## src/rtl/ss_reg_sequencer_pkg.sv

```systemverilog
// Shared savestate definitions: header layout, magic word and
// the sequencer state encoding.
package ss_reg_sequencer_pkg;

    localparam int SS_IDX_W = 10;

    localparam logic [31:0] SS_MAGIC = 32'h4E45_5353;
    localparam int HDR_MAGIC_LSB = 32;
    localparam int HDR_CNT_LSB   = 0;
    localparam int HDR_CNT_W     = 16;

    typedef enum logic [3:0] {
        ST_IDLE,
        ST_HDR_WR,
        ST_RD_ADR,
        ST_RD_CAP,
        ST_MEM_WR,
        ST_HDR_RD,
        ST_MEM_RD,
        ST_REG_WR,
        ST_DONE
    } ss_seq_state_t;

    function automatic logic [63:0] ss_header(input int unsigned count);
        return {SS_MAGIC, 16'h0000, 16'(count)};
    endfunction

endpackage

```

## src/rtl/ss_reg_sequencer_mem_port.sv

```systemverilog
// Registered single-outstanding memory request holder: request fields
// stay put until the ack is seen, read data is captured on the ack.
module ss_mem_port #(
    parameter int AW = 22
) (
    input  logic          clk,
    input  logic          reset_n,
    input  logic          issue,
    input  logic          issue_we,
    input  logic [AW-1:0] issue_addr,
    input  logic [63:0]   issue_wdata,
    input  logic          mem_ack,
    input  logic [63:0]   mem_rdata,
    output logic          mem_req,
    output logic          mem_we,
    output logic [AW-1:0] mem_addr,
    output logic [63:0]   mem_wdata,
    output logic          ack,
    output logic [63:0]   rdata
);

    logic          req_q, req_d;
    logic          we_q, we_d;
    logic [AW-1:0] addr_q, addr_d;
    logic [63:0]   wdata_q, wdata_d;
    logic [63:0]   rdata_q, rdata_d;

    assign ack = req_q && mem_ack;

    always_comb begin
        req_d   = req_q;
        we_d    = we_q;
        addr_d  = addr_q;
        wdata_d = wdata_q;
        rdata_d = rdata_q;
        if (issue && !req_q) begin
            req_d   = 1'b1;
            we_d    = issue_we;
            addr_d  = issue_addr;
            wdata_d = issue_wdata;
        end else if (ack) begin
            req_d   = 1'b0;
            rdata_d = mem_rdata;
        end
    end

    always_ff @(posedge clk or negedge reset_n) begin
        if (!reset_n) begin
            req_q   <= 1'b0;
            we_q    <= 1'b0;
            addr_q  <= '0;
            wdata_q <= '0;
            rdata_q <= '0;
        end else begin
            req_q   <= req_d;
            we_q    <= we_d;
            addr_q  <= addr_d;
            wdata_q <= wdata_d;
            rdata_q <= rdata_d;
        end
    end

    assign mem_req   = req_q;
    assign mem_we    = we_q;
    assign mem_addr  = addr_q;
    assign mem_wdata = wdata_q;
    assign rdata     = rdata_q;

endmodule

```

## src/rtl/ss_reg_sequencer.sv

```systemverilog
// Walks the savestate register bus, dumping every index to memory
// behind a header word on save and restoring it on load.
module ss_reg_sequencer
    import ss_reg_sequencer_pkg::*;
#(
    parameter int          NUM_REGS  = 64,
    parameter int          MEM_AW    = 22,
    parameter int unsigned BASE_ADDR = 0
) (
    input  logic                clk,
    input  logic                reset_n,
    input  logic                save_start,
    input  logic                load_start,
    output logic                busy,
    output logic                done,
    output logic                err,
    output logic [SS_IDX_W-1:0] ss_adr,
    output logic [63:0]         ss_din,
    output logic                ss_wren,
    input  logic [63:0]         ss_dout,
    output logic                mem_req,
    output logic                mem_we,
    output logic [MEM_AW-1:0]   mem_addr,
    output logic [63:0]         mem_wdata,
    input  logic [63:0]         mem_rdata,
    input  logic                mem_ack
);

    localparam logic [SS_IDX_W-1:0] LAST = SS_IDX_W'(NUM_REGS - 1);
    localparam logic [MEM_AW-1:0]   BASE = MEM_AW'(BASE_ADDR);
    localparam logic [63:0]         HDR  = ss_header(NUM_REGS);

    ss_seq_state_t       state_q, state_d;
    logic [SS_IDX_W-1:0] i_q, i_d;
    logic [SS_IDX_W-1:0] ss_adr_q, ss_adr_d;
    logic                ss_wren_q, ss_wren_d;
    logic                err_q, err_d;
    logic                busy_q, busy_d;
    logic [63:0]         data_q, data_d;

    logic                issue;
    logic                iss_we;
    logic [MEM_AW-1:0]   iss_addr;
    logic [63:0]         iss_wdata;
    logic                port_ack;
    logic [63:0]         port_rdata;
    logic [MEM_AW-1:0]   dat_addr;
    logic                hdr_ok;

    assign dat_addr = BASE + MEM_AW'(1) + MEM_AW'(i_q);

    assign hdr_ok =
        (mem_rdata[HDR_MAGIC_LSB +: 32] == SS_MAGIC) &&
        (mem_rdata[HDR_CNT_LSB +: HDR_CNT_W] == HDR_CNT_W'(NUM_REGS));

    always_comb begin
        state_d   = state_q;
        i_d       = i_q;
        ss_adr_d  = ss_adr_q;
        err_d     = err_q;
        data_d    = data_q;
        issue     = 1'b0;
        iss_we    = 1'b0;
        iss_addr  = BASE;
        iss_wdata = '0;
        unique case (state_q)
            ST_IDLE: begin
                if (save_start) begin
                    state_d = ST_HDR_WR;
                    i_d     = '0;
                    err_d   = 1'b0;
                end else if (load_start) begin
                    state_d = ST_HDR_RD;
                    i_d     = '0;
                    err_d   = 1'b0;
                end
            end
            ST_HDR_WR: begin
                issue     = !mem_req;
                iss_we    = 1'b1;
                iss_wdata = HDR;
                if (port_ack) begin
                    state_d  = ST_RD_ADR;
                    ss_adr_d = i_q;
                end
            end
            ST_RD_ADR: state_d = ST_RD_CAP;
            ST_RD_CAP: begin
                data_d  = ss_dout;
                state_d = ST_MEM_WR;
            end
            ST_MEM_WR: begin
                issue     = !mem_req;
                iss_we    = 1'b1;
                iss_addr  = dat_addr;
                iss_wdata = data_q;
                if (port_ack) begin
                    if (i_q == LAST) begin
                        state_d = ST_DONE;
                    end else begin
                        i_d      = i_q + 1'b1;
                        ss_adr_d = i_q + 1'b1;
                        state_d  = ST_RD_ADR;
                    end
                end
            end
            ST_HDR_RD: begin
                issue = !mem_req;
                if (port_ack) begin
                    if (hdr_ok) begin
                        state_d = ST_MEM_RD;
                    end else begin
                        err_d   = 1'b1;
                        state_d = ST_DONE;
                    end
                end
            end
            ST_MEM_RD: begin
                issue    = !mem_req;
                iss_addr = dat_addr;
                if (port_ack) begin
                    state_d  = ST_REG_WR;
                    ss_adr_d = i_q;
                end
            end
            ST_REG_WR: begin
                if (i_q == LAST) begin
                    state_d = ST_DONE;
                end else begin
                    i_d     = i_q + 1'b1;
                    state_d = ST_MEM_RD;
                end
            end
            ST_DONE: state_d = ST_IDLE;
            default: state_d = ST_IDLE;
        endcase
        ss_wren_d = (state_d == ST_REG_WR);
        // busy drops as DONE is entered so it never overlaps the pulse
        busy_d = (state_q != ST_IDLE) && (state_d != ST_IDLE) &&
                 (state_d != ST_DONE);
    end

    always_ff @(posedge clk or negedge reset_n) begin
        if (!reset_n) begin
            state_q   <= ST_IDLE;
            i_q       <= '0;
            ss_adr_q  <= '0;
            ss_wren_q <= 1'b0;
            err_q     <= 1'b0;
            busy_q    <= 1'b0;
            data_q    <= '0;
        end else begin
            state_q   <= state_d;
            i_q       <= i_d;
            ss_adr_q  <= ss_adr_d;
            ss_wren_q <= ss_wren_d;
            err_q     <= err_d;
            busy_q    <= busy_d;
            data_q    <= data_d;
        end
    end

    ss_mem_port #(
        .AW (MEM_AW)
    ) u_port (
        .clk         (clk),
        .reset_n     (reset_n),
        .issue       (issue),
        .issue_we    (iss_we),
        .issue_addr  (iss_addr),
        .issue_wdata (iss_wdata),
        .mem_ack     (mem_ack),
        .mem_rdata   (mem_rdata),
        .mem_req     (mem_req),
        .mem_we      (mem_we),
        .mem_addr    (mem_addr),
        .mem_wdata   (mem_wdata),
        .ack         (port_ack),
        .rdata       (port_rdata)
    );

    assign busy    = busy_q;
    assign done    = (state_q == ST_DONE);
    assign err     = err_q;
    assign ss_adr  = ss_adr_q;
    assign ss_din  = port_rdata;
    assign ss_wren = ss_wren_q;

endmodule

```

## config.mk

```make
export PLATFORM = sky130hd
export DESIGN_NAME = ss_reg_sequencer
export DESIGN_NICKNAME = d
export VERILOG_FILES = /design/src/rtl/ss_reg_sequencer_pkg.sv /design/src/rtl/ss_reg_sequencer_mem_port.sv /design/src/rtl/ss_reg_sequencer.sv
export SDC_FILE = /design/constraint.sdc
export NUM_CORES = 1
export LEC_CHECK = 0
export BUFFER_PORTS_ARGS = -buffer_cell sky130_fd_sc_hd__buf_2
export CELL_PAD_IN_SITES_DETAIL_PLACEMENT = 1
export CELL_PAD_IN_SITES_GLOBAL_PLACEMENT = 2
export CORE_MARGIN = 8
export CORE_UTILIZATION = 32
export DETAILED_ROUTE_END_ITERATION = 7
export PLACE_DENSITY_LB_ADDON = 0.1
export SLEW_MARGIN = 20
export SYNTH_ARGS = -nofsm -noshare
export SYNTH_HDL_FRONTEND = slang
export SYNTH_SLANG_ARGS = --single-unit
```

## constraint.sdc

```tcl
create_clock -name clk -period 2.3 [get_ports clk]
set_input_delay 0.23 -clock clk [delete_from_list [all_inputs] [get_ports clk]]
set_output_delay 0.23 -clock clk [all_outputs]
set_load 0.02 [all_outputs]
```

* Word level (Yosys, flattened, before mapping)
Index checks and enable logic that the tools add are counted.
** Storage, ports and cells
- RAM bits :: 0
- Output and inout bits :: 166
- Input bits :: 133
- Word-level logic and storage cells :: 85
- Bits in read-only memories :: 0
- Register bits :: 243
- Bits in latches :: 0
- Memories kept :: 0
** Operators by class
- Add/sub/neg operators :: 2
- Eq/ne operators :: 19
- Order comparisons :: 0
- Reductions and logical operators :: 21
- Multipliers :: 0
- Mux-type cells :: 30
- Shift operators :: 0
- Div/mod/pow operators :: 0
- Bitwise operators :: 1
** Operators with widths (number)
- $pmux W64 S2 :: 1
- $mux W10 :: 7
- $mux W4 :: 9
- $eq A32 B31 Y1 const B :: 1
- $pmux W4 S8 :: 1
- $pmux W10 S3 :: 1
- $eq A4 B3 Y1 const B :: 5
- $pmux W10 S2 :: 1
- $eq A16 B7 Y1 const B :: 1
- $add A1 B10 Y11 const A :: 1
- $mux W11 :: 1
- $add A10 B1 Y10 const B :: 1
- $eq A10 B6 Y1 const B :: 1
- $eq A4 B2 Y1 const B :: 2
- $mux W1 :: 8
- $ne A2 B2 Y1 const B :: 4
- $reduce_and A4 Y1 :: 2
- $reduce_bool A4 Y1 :: 2
- $reduce_bool A2 Y1 :: 3
- $reduce_or A2 Y1 :: 3
- $logic_and A1 B1 Y1 :: 5
- $eq A4 B1 Y1 const B :: 1
- $eq A4 B4 Y1 const B :: 1
- $logic_not A4 Y1 :: 1
- other kinds (10) :: 10

* Longest topological paths before layout
Gate-level depths: netlist (run 1).
- Depth in word-level cells :: 8
- Depth in mapped cells :: 7
- Gate-level depth less buffers :: 6

* Cells and area by module
From an unflattened synthesis (run 1), not the netlist that was laid out.
** Unflattened totals
- Cells, all modules :: 748
- Area, all modules :: 10468.8 um^2
** By module, submodules not included
- ss_mem_port :: seq. area each 3803.6 um^2, area each 5819.3 um^2, cells each 324, times used 1
- ss_reg_sequencer :: seq. area each 2277.2 um^2, area each 4649.5 um^2, cells each 424, times used 1

* Least setup slack after synthesis (run 1)
No wires, ideal clock.
- Path kind :: flip-flop to flip-flop
- Start point :: reg i_q[6]
- End point :: reg ss_adr_q[0] (netlist: ss_adr[0])
- Path slack :: 0.370 ns
- Required time :: 2.175 ns
- Arrival time :: 1.805 ns
- Setup time :: 0.125 ns
- Period minus slack after synthesis :: 1.930 ns
- Path buffers :: 1
- Stages on the path, launching flop included :: 6
- Cell sequence :: dfrtp_1 -> buf_6 -> or4_4 -> nor3_4 -> a221oi_4 -> mux2_4
** Between the ends
- Longest elaborated chain between the ends :: 3
** RTL lines
- start, declared :: line ss_reg_sequencer.sv:34 : logic [SS_IDX_W-1:0] i_q, i_d;
- start signal, assigned :: line ss_reg_sequencer.sv:154 : i_q <= i_d;
- $eq A10 B6 Y1 :: line ss_reg_sequencer.sv:98 : if (i_q == LAST) begin
- $ne A2 B2 Y1 (no source line)
- $reduce_and A4 Y1 (no source line)
- end signal, assigned :: line ss_reg_sequencer.sv:155 : ss_adr_q <= ss_adr_d;
- end, declared :: line ss_reg_sequencer.sv:35 : logic [SS_IDX_W-1:0] ss_adr_q, ss_adr_d;
Every way passes these cells.
A chain may end at the register's enable or synchronous reset.

* Final worst setup path (run 1)
- Start point :: in mem_rdata[61]
- End point :: reg busy_q (netlist: busy)
** Between the ends
- Longest elaborated chain between the ends :: 8
- Elaborated cells on any way between the ends :: 9
- Classes of those cells :: eq/ne (2); mux (3); reduce/logical (4)
** RTL lines
- start, declared :: line ss_reg_sequencer.sv:25 : input logic [63:0] mem_rdata,
- $eq A32 B31 Y1 * :: line ss_reg_sequencer.sv:53 : (mem_rdata[HDR_MAGIC_LSB +: 32] == SS_MAGIC) &&
- $logic_and A1 B1 Y1 * :: line ss_reg_sequencer.sv:53
- $mux W4 * :: line ss_reg_sequencer.sv:110 : if (hdr_ok) begin
- $mux W4 * :: line ss_reg_sequencer.sv:109 : if (port_ack) begin
- $pmux W4 S8 * :: line ss_reg_sequencer.sv:66 : unique case (state_q)
- $reduce_bool A4 Y1 :: line ss_reg_sequencer.sv:139 : busy_d = (state_q != ST_IDLE) && (state_d != ST_IDLE) &&
- $logic_and A1 B1 Y1 :: line ss_reg_sequencer.sv:139
- $logic_and A1 B1 Y1 * :: line ss_reg_sequencer.sv:139
- named net busy_d :: line ss_reg_sequencer.sv:38 : logic busy_q, busy_d;
- end signal, assigned :: line ss_reg_sequencer.sv:158 : busy_q <= busy_d;
- end, declared :: line ss_reg_sequencer.sv:38
The timed path passes the listed nets; every way through them passes the cells marked *.

==> flow_metrics.tcl, run 1 <==
set metrics [dict create \
    p_sw_share_pct 38.6 \
    cp_data_required_time_ns 2.75 \
    insertion_delay_ns 0.53 \
    grt_remaining_overflow 0 \
    cts_root_buffer "clkbuf_16" \
    grt_pass1_vias 8380 \
    gp_congestion 0.749 \
    relSlewSlack_pct 61.7 \
    dp_hpwl_um 20900 \
    slew_viol_final 0 \
    timing.fmax_ghz 0.495 \
    yosysTopAreaCellShare_pct 60.6 \
    seq_area_frac_synth_pct 60.6 \
    tns_ns 0 \
    die_x_um 189 \
    row_count 63 \
    die-area_mm2 0.0357 \
    drtIter0Drc 399 \
    async_reset_ff_share_pct 100 \
    ys_types 54 \
    finalCritPeriodShare_pct 87.9 \
    yosys-top-cells-area "dfrtp_1 61%, mux2_2 15%, nand2_1 5.6%, o21ai_0 4.6%, a21oi_1 1.0%" \
    clk_pin_slew_ns 0.06 \
    p_total_mw 19.0 \
    max_stage_delay_ns 0.53 \
    port_buffers 287 \
    cts_max_level 1 \
    die-height_um 189 \
    layout-drive-gt1-share_pct 41.7 \
    ir_drop_mv 0.922 \
    wirelength_um 30200 \
    end_kind "flip-flop" \
    vias_per_cell 4.59 \
    ys_ff_latch 232 \
    fin_util_pct 46.9 \
    syn_to_final_growth_pct 44.8 \
    fin_worst_skew_ns 0.0152 \
    dr.pass1.iters 4 \
    setup_viol 0 \
    finish.instance_area_mm2 0.0139 \
    nNetsFinal 1363 \
    ant_nets 0 \
    cts_buffer_depth 3 \
    holdWs_ns 0.258 \
    reg2reg_from "i_q[6]" \
    cts_setup_buffers 0 \
    antenna_found_initial 2 \
    cts_sinks 232 \
    critPathArrivalTime_ns 2.47 \
    wire_per_inst_um 18.4 \
    route.detailed.drc 0 \
    path_class "in -> reg" \
    worst_r2r_path_depth 5 \
    numCtsBuffers 27 \
    synthesis.area_mm2 0.00958 \
    yosys-top-cells-count "232 x dfrtp_1, 143 x nand2_1, 128 x mux2_2, 89 x o21ai_0, 20 x a21oi_1" \
    synthFlopType "dfrtp_1" \
    drv_cap 0 \
    vias 7534 \
    syn_inst 801 \
    power_frac_clock_pct 23.3 \
    outcome "complete, no violations" \
    synth.most_common_cell "dfrtp_1" \
    hold_class "in -> async" \
    rsz0062_at_grt "no" \
    synth-edff-count 0 \
    tritoncts "done" \
    grt_max_degree 80 \
    combPwrFrac_pct 40.4 \
    fin_crit_ns 2.02 \
    initial_core_util_pct 32.4 \
    finalHoldViolCount 0 \
    synth_top_cell_by_area "dfrtp_1" \
    syn_avg_cell_area_um2 12.0 \
    cp_common_cell "or3_1" \
    switchingPower_mw 7.35 \
    cp_slowest_cell "dlygate4sd3_1" \
    dpl-instance-area_mm2 0.0116 \
    leakagePower_nw 6.45 \
    power.density_mw_per_mm2 1370 \
    cp_cell_sequence "dlygate4sd3_1 -> buf_2 -> nor4b_1 -> nand4_1 -> or3_1 -> or3_1 -> a31oi_1" \
    coreArea_mm2 0.0296 \
    rrSetupSlack_ns 0.30 \
    path_max_fanout 4 \
    grt.total_usage_pct 16.7 \
    ios 299 \
    tightestPinTransition_ns 0.574 \
    grt_pass1_wl_um 48300 \
    synth_warnings 0 \
    r2r-end "ss_adr[0]" \
    internal_power_mw 11.7 \
    seqPwrFrac_pct 36.2 \
    cp-start-kind "input pin" \
]
==> sequential cells by signal, summed over array words and instances (netlist names) <==
signal / flops
busy: 1
ss_adr: 10
u_port.mem_req: 1
state_q: 4
u_port.mem_wdata: 64
data_q: 64
ss_wren: 1
u_port.mem_we: 1
u_port.rdata: 64
u_port.mem_addr: 11
i_q: 10
err: 1
==> worst max-delay path, delay by kind of cell <==
family                 cells  cell delay (ns)
AOI/OAI and AO/OA          1             0.16
buffers and inverters      2             0.67
and+or+nand+nor            4             1.41
==> layer usage <==
layer	vias up	routed length (µm)	global-route usage (%)	part of all wire, %
met3	42	2460	5.94	8.2
met5	-	0	0	0
li1	3590	-	-	-
met1	3701	12200	20.0	40
met4	0	581	3.64	1.9
met2	201	15000	28.4	50
==> area by class of cell <==
type | instances | area [µm²]
Clock buffer | 38 | 787
Multi-Input combinational cell | 516 | 3520
Timing Repair Buffer | 448 | 3110
Inverter | 4 | 15.0
Clock inverter | 12 | 141
Fill cell | 3242 | 15700
Tap cell | 390 | 488
Sequential cell | 232 | 5810
Antenna cell | 2 | 5.00
==> worst max-delay path by stage <==
stage | endpoint | from | slack (ns)
final | busy | mem_rdata[61] | 0.28
after global routing | done | state_q[3] | 0.08
after CTS | done | state_q[3] | 0.01
after detailed placement | busy | mem_rdata[49] | 0.28
after global placement | busy | mem_rdata[61] | 0.26
after floorplan | ss_adr[0] | i_q[6] | 0.37
==> power by group through the flow <==
stage	logic (mW)	registers [mW]	clock network, mW
6_report	7.70	6.90	4.44
5_1_grt	8.45	7.18	4.75
4_1_cts	7.88	6.92	4.60
3_5_place_dp	7.69	6.97	0
3_3_place_gp	7.61	6.89	0
2_1_floorplan	3.33	8.34	0
==> cell families after synthesis <==
kind of cell / count (synthesis) / share of synthesized area, %
DFF: 232 / 60.6
other: 1 / 0.0391
xor gates and xnor gates: 16 / 1.46
AOI/OAI and AO/OA: 137 / 8.23
adders and majority gates: 1 / 0.131
muxes: 129 / 15.2
and+or+nand+nor: 222 / 11.0
buffers and inverters: 63 / 3.34
==> what timing repair did <==
item                       4_1_cts  5_1_grt
gates resized for setup          0        1
hold buffers                   130        0
setup endpoints to repair        0        1
hold endpoints to repair       191        0
==> layout by cell type, fill, tap and decap left out, types with 8 or more instances in the layout <==
cell type        n
a21oi_1         20
a21oi_2          8
buf_12          10
buf_2          286
buf_4           21
clkbuf_16       27
conb_1          11
dfrtp_1        231
dlygate4sd3_1  130
mux2_2         128
nand2_1        142
nor2_1          19
o21ai_0         89
xnor2_1          9
==> metrics by stage <==
step / setup WS [ns] / cells
floorplan: 0.370 / 811
global placement: 0.257 / 1460
detailed placement: 0.279 / 1460
CTS: 0.0132 / 1640
global route: 0.0819 / 1642
finish: 0.279 / 1642
Note: power is estimated with default switching activity, not from simulation.
==> run 2, diff against run 1 <==
--- a/config.mk
+++ b/config.mk
@@ -8,7 +8,7 @@
 export BUFFER_PORTS_ARGS = -buffer_cell sky130_fd_sc_hd__buf_2
 export CELL_PAD_IN_SITES_DETAIL_PLACEMENT = 1
 export CELL_PAD_IN_SITES_GLOBAL_PLACEMENT = 2
-export CORE_MARGIN = 8
+export CORE_MARGIN = 5
 export CORE_UTILIZATION = 32
 export DETAILED_ROUTE_END_ITERATION = 7
 export PLACE_DENSITY_LB_ADDON = 0.1
==> run 2 against run 1 <==
Sequential share of layout area rose by 0.059 points. Cell area is 0.16% lower. Die area is 6.2% lower. Critical endpoint unchanged. Routed wire length down 1.0%. Total power decreased by 0.76%. Critical path depth up 1. Largest power group unchanged. Via count is 0.36% higher. Maximum frequency fell by 4.7%. Hold slack worse by 0.034 ns. Final cell count is 0.18% higher. Combinational power is essentially flat. Core utilization is 0.20 points lower.
==> flow_metrics.tcl, run 2 (synthesis gave the netlist of run 1 again) <==
set metrics [dict create \
    outcome "complete, no violations" \
    coreArea_mm2 0.0296 \
    cts_sinks 232 \
    finalCritPeriodShare_pct 92.2 \
    syn_to_final_growth_pct 44.5 \
    switchingPower_mw 7.33 \
    tightestPinTransition_ns 0.511 \
    wire_per_inst_um 18.2 \
    fin_worst_skew_ns 0.00942 \
    worst-path-buf-inv 3 \
    timing.fmax_ghz 0.471 \
    initial_core_util_pct 32.3 \
    dpl-instance-area_mm2 0.0117 \
    layout_common_cells "286 x buf_2, 232 x dfrtp_1, 142 x nand2_1" \
    cp-start-kind "input pin" \
    grt_remaining_overflow 0 \
    grt.total_usage_pct 17.7 \
    r2r-end "ss_adr[0]" \
    end_kind "flip-flop" \
    row_count 63 \
    route.detailed.drc 0 \
    cts_root_buffer "clkbuf_16" \
    seqPwrFrac_pct 36.6 \
    hold_class "in -> reg" \
    cp_cell_sequence "dlygate4sd3_1 -> buf_2 -> nor4b_1 -> buf_4 -> nand4_1 -> or3_1 -> or3_1 -> a31oi_1" \
    slew_viol_final 0 \
    die-area_mm2 0.0335 \
    setup_ws_ns 0.179 \
    wirelength_um 29900 \
    cp_common_cell "or3_1" \
    min-delay-start "save_start" \
    grt_pass1_wl_um 48000 \
    port_buffers 287 \
    ios 299 \
    grt_use_met1_pct 21.6 \
    critPathArrivalTime_ns 2.57 \
    cts_buffer_depth 3 \
    nNetsFinal 1367 \
    cts_resized 0 \
    insertion_delay_ns 0.54 \
    die_x_um 183 \
    ant_nets 0 \
    cts_max_level 1 \
    hold_end "err" \
    min_path_cells 5 \
    cp_data_required_time_ns 2.75 \
    max_stage_delay_ns 0.53 \
    path_max_fanout 2 \
    combPwrFrac_pct 40.7 \
    grtUsageMet3_pct 4.76 \
    ir_drop_mv 0.693 \
    grt_max_degree 69 \
    grt.busiest_layer "met2" \
    die-height_um 183 \
    drv_cap 0 \
    path_class "in -> reg" \
    vias 7561 \
    reg2reg_from "state_q[2]" \
    rrSetupSlack_ns 0.28 \
    grt_pass1_vias 8464 \
    place_ws_ns 0.261 \
    dp_hpwl_um 20200 \
    cp_top_family "simple AND/OR/NAND/NOR gates" \
    numCtsBuffers 28 \
    worst_r2r_path_depth 5 \
    relSlewSlack_pct 65.6 \
    p_sw_share_pct 38.8 \
    gp_congestion 0.757 \
    tritoncts "done" \
    setup_viol 0 \
    finalHoldViolCount 0 \
    power.density_mw_per_mm2 1360 \
    vias_per_cell 4.60 \
    cp_slowest_cell "dlygate4sd3_1" \
    fin_crit_ns 2.12 \
    mostFrequentLayoutCell "buf_2" \
    clk_pin_slew_ns 0.06 \
    power_frac_clock_pct 22.6 \
    use_met2_pct 31.5 \
    internal_power_mw 11.6 \
    finish.instance_area_mm2 0.0138 \
    antenna_found_initial 1 \
    fin_util_pct 46.7 \
    tns_ns 0 \
    layout-drive-gt1-share_pct 41.4 \
    rsz0062_at_grt "no" \
    leakagePower_nw 6.45 \
    dr.pass1.iters 4 \
    drtIter0Drc 302 \
]
==> run 2: cell count changes in the layout (fill, tap and decap cells not counted), sizes merged <==
cell and delta:
buf +3, clkinvlp -1, bufinv -2, clkbuf +5, inv -1, diode -1
==> run 2: how the worst max path moves through the flow <==
stage / startpoint / end / slack [ns] / depth (start not counted)
final: mem_rdata[42] / busy / 0.18 / 8
after global routing: i_q[0] / i_q[7] / 0.07 / 7
after CTS: state_q[3] / done / 0.14 / 3
after detailed placement: i_q[0] / state_q[1] / 0.26 / 7
after global placement: i_q[0] / busy / 0.28 / 7
after floorplan: i_q[6] / ss_adr[0] / 0.37 / 5
==> run 2: area by class of cell <==
| type | count | area [µm²] |
|---|---|---|
| Inverter | 4 | 15.0 |
| Sequential cell | 232 | 5810 |
| Clock inverter | 8 | 76.3 |
| Tap cell | 390 | 488 |
| Antenna cell | 1 | 2.50 |
| Timing Repair Buffer | 451 | 3130 |
| Fill cell | 3269 | 15800 |
| Clock buffer | 43 | 817 |
| Multi-Input combinational cell | 516 | 3520 |
==> run 2: stage by stage <==
step	hold slack (ns)	total power [mW]	std cells
floorplan	-0.0656	11.7	811
global placement	0.206	14.5	1463
detailed placement	0.202	14.6	1463
CTS	0.205	19.2	1644
global route	0.256	20.2	1645
finish	0.225	18.9	1645
==> run 2: worst register-to-register path, cell delays in order (launching register included) <==
cell and delay (ns):
dfrtp_1 0.45, or3b_1 0.49, nor2b_4 0.18, a221oi_4 0.26
buf_12 0.20, mux2_4 0.31
==> run 2: power groups by stage <==
stage	Sequential, mW	Clock (mW)	Combinational (mW)
floorplan	8.34	0	3.33
global placement	6.89	0	7.60
detailed placement	6.96	0	7.68
CTS	6.93	4.43	7.87
global route	7.17	4.59	8.46
finish	6.92	4.27	7.70
==> run 2: metal layers <==
layer  wire (µm)  part of all wire (%)
met5           0                     0
met4         629                   2.1
met3        1950                   6.5
met2       15100                    51
met1       12200                    41
==> run 2: what timing repair did <==
| action | CTS | global route |
|---|---|---|
| hold buffers | 130 | 0 |
| hold endpoints to repair | 177 | 0 |
| setup buffers | 0 | 0 |
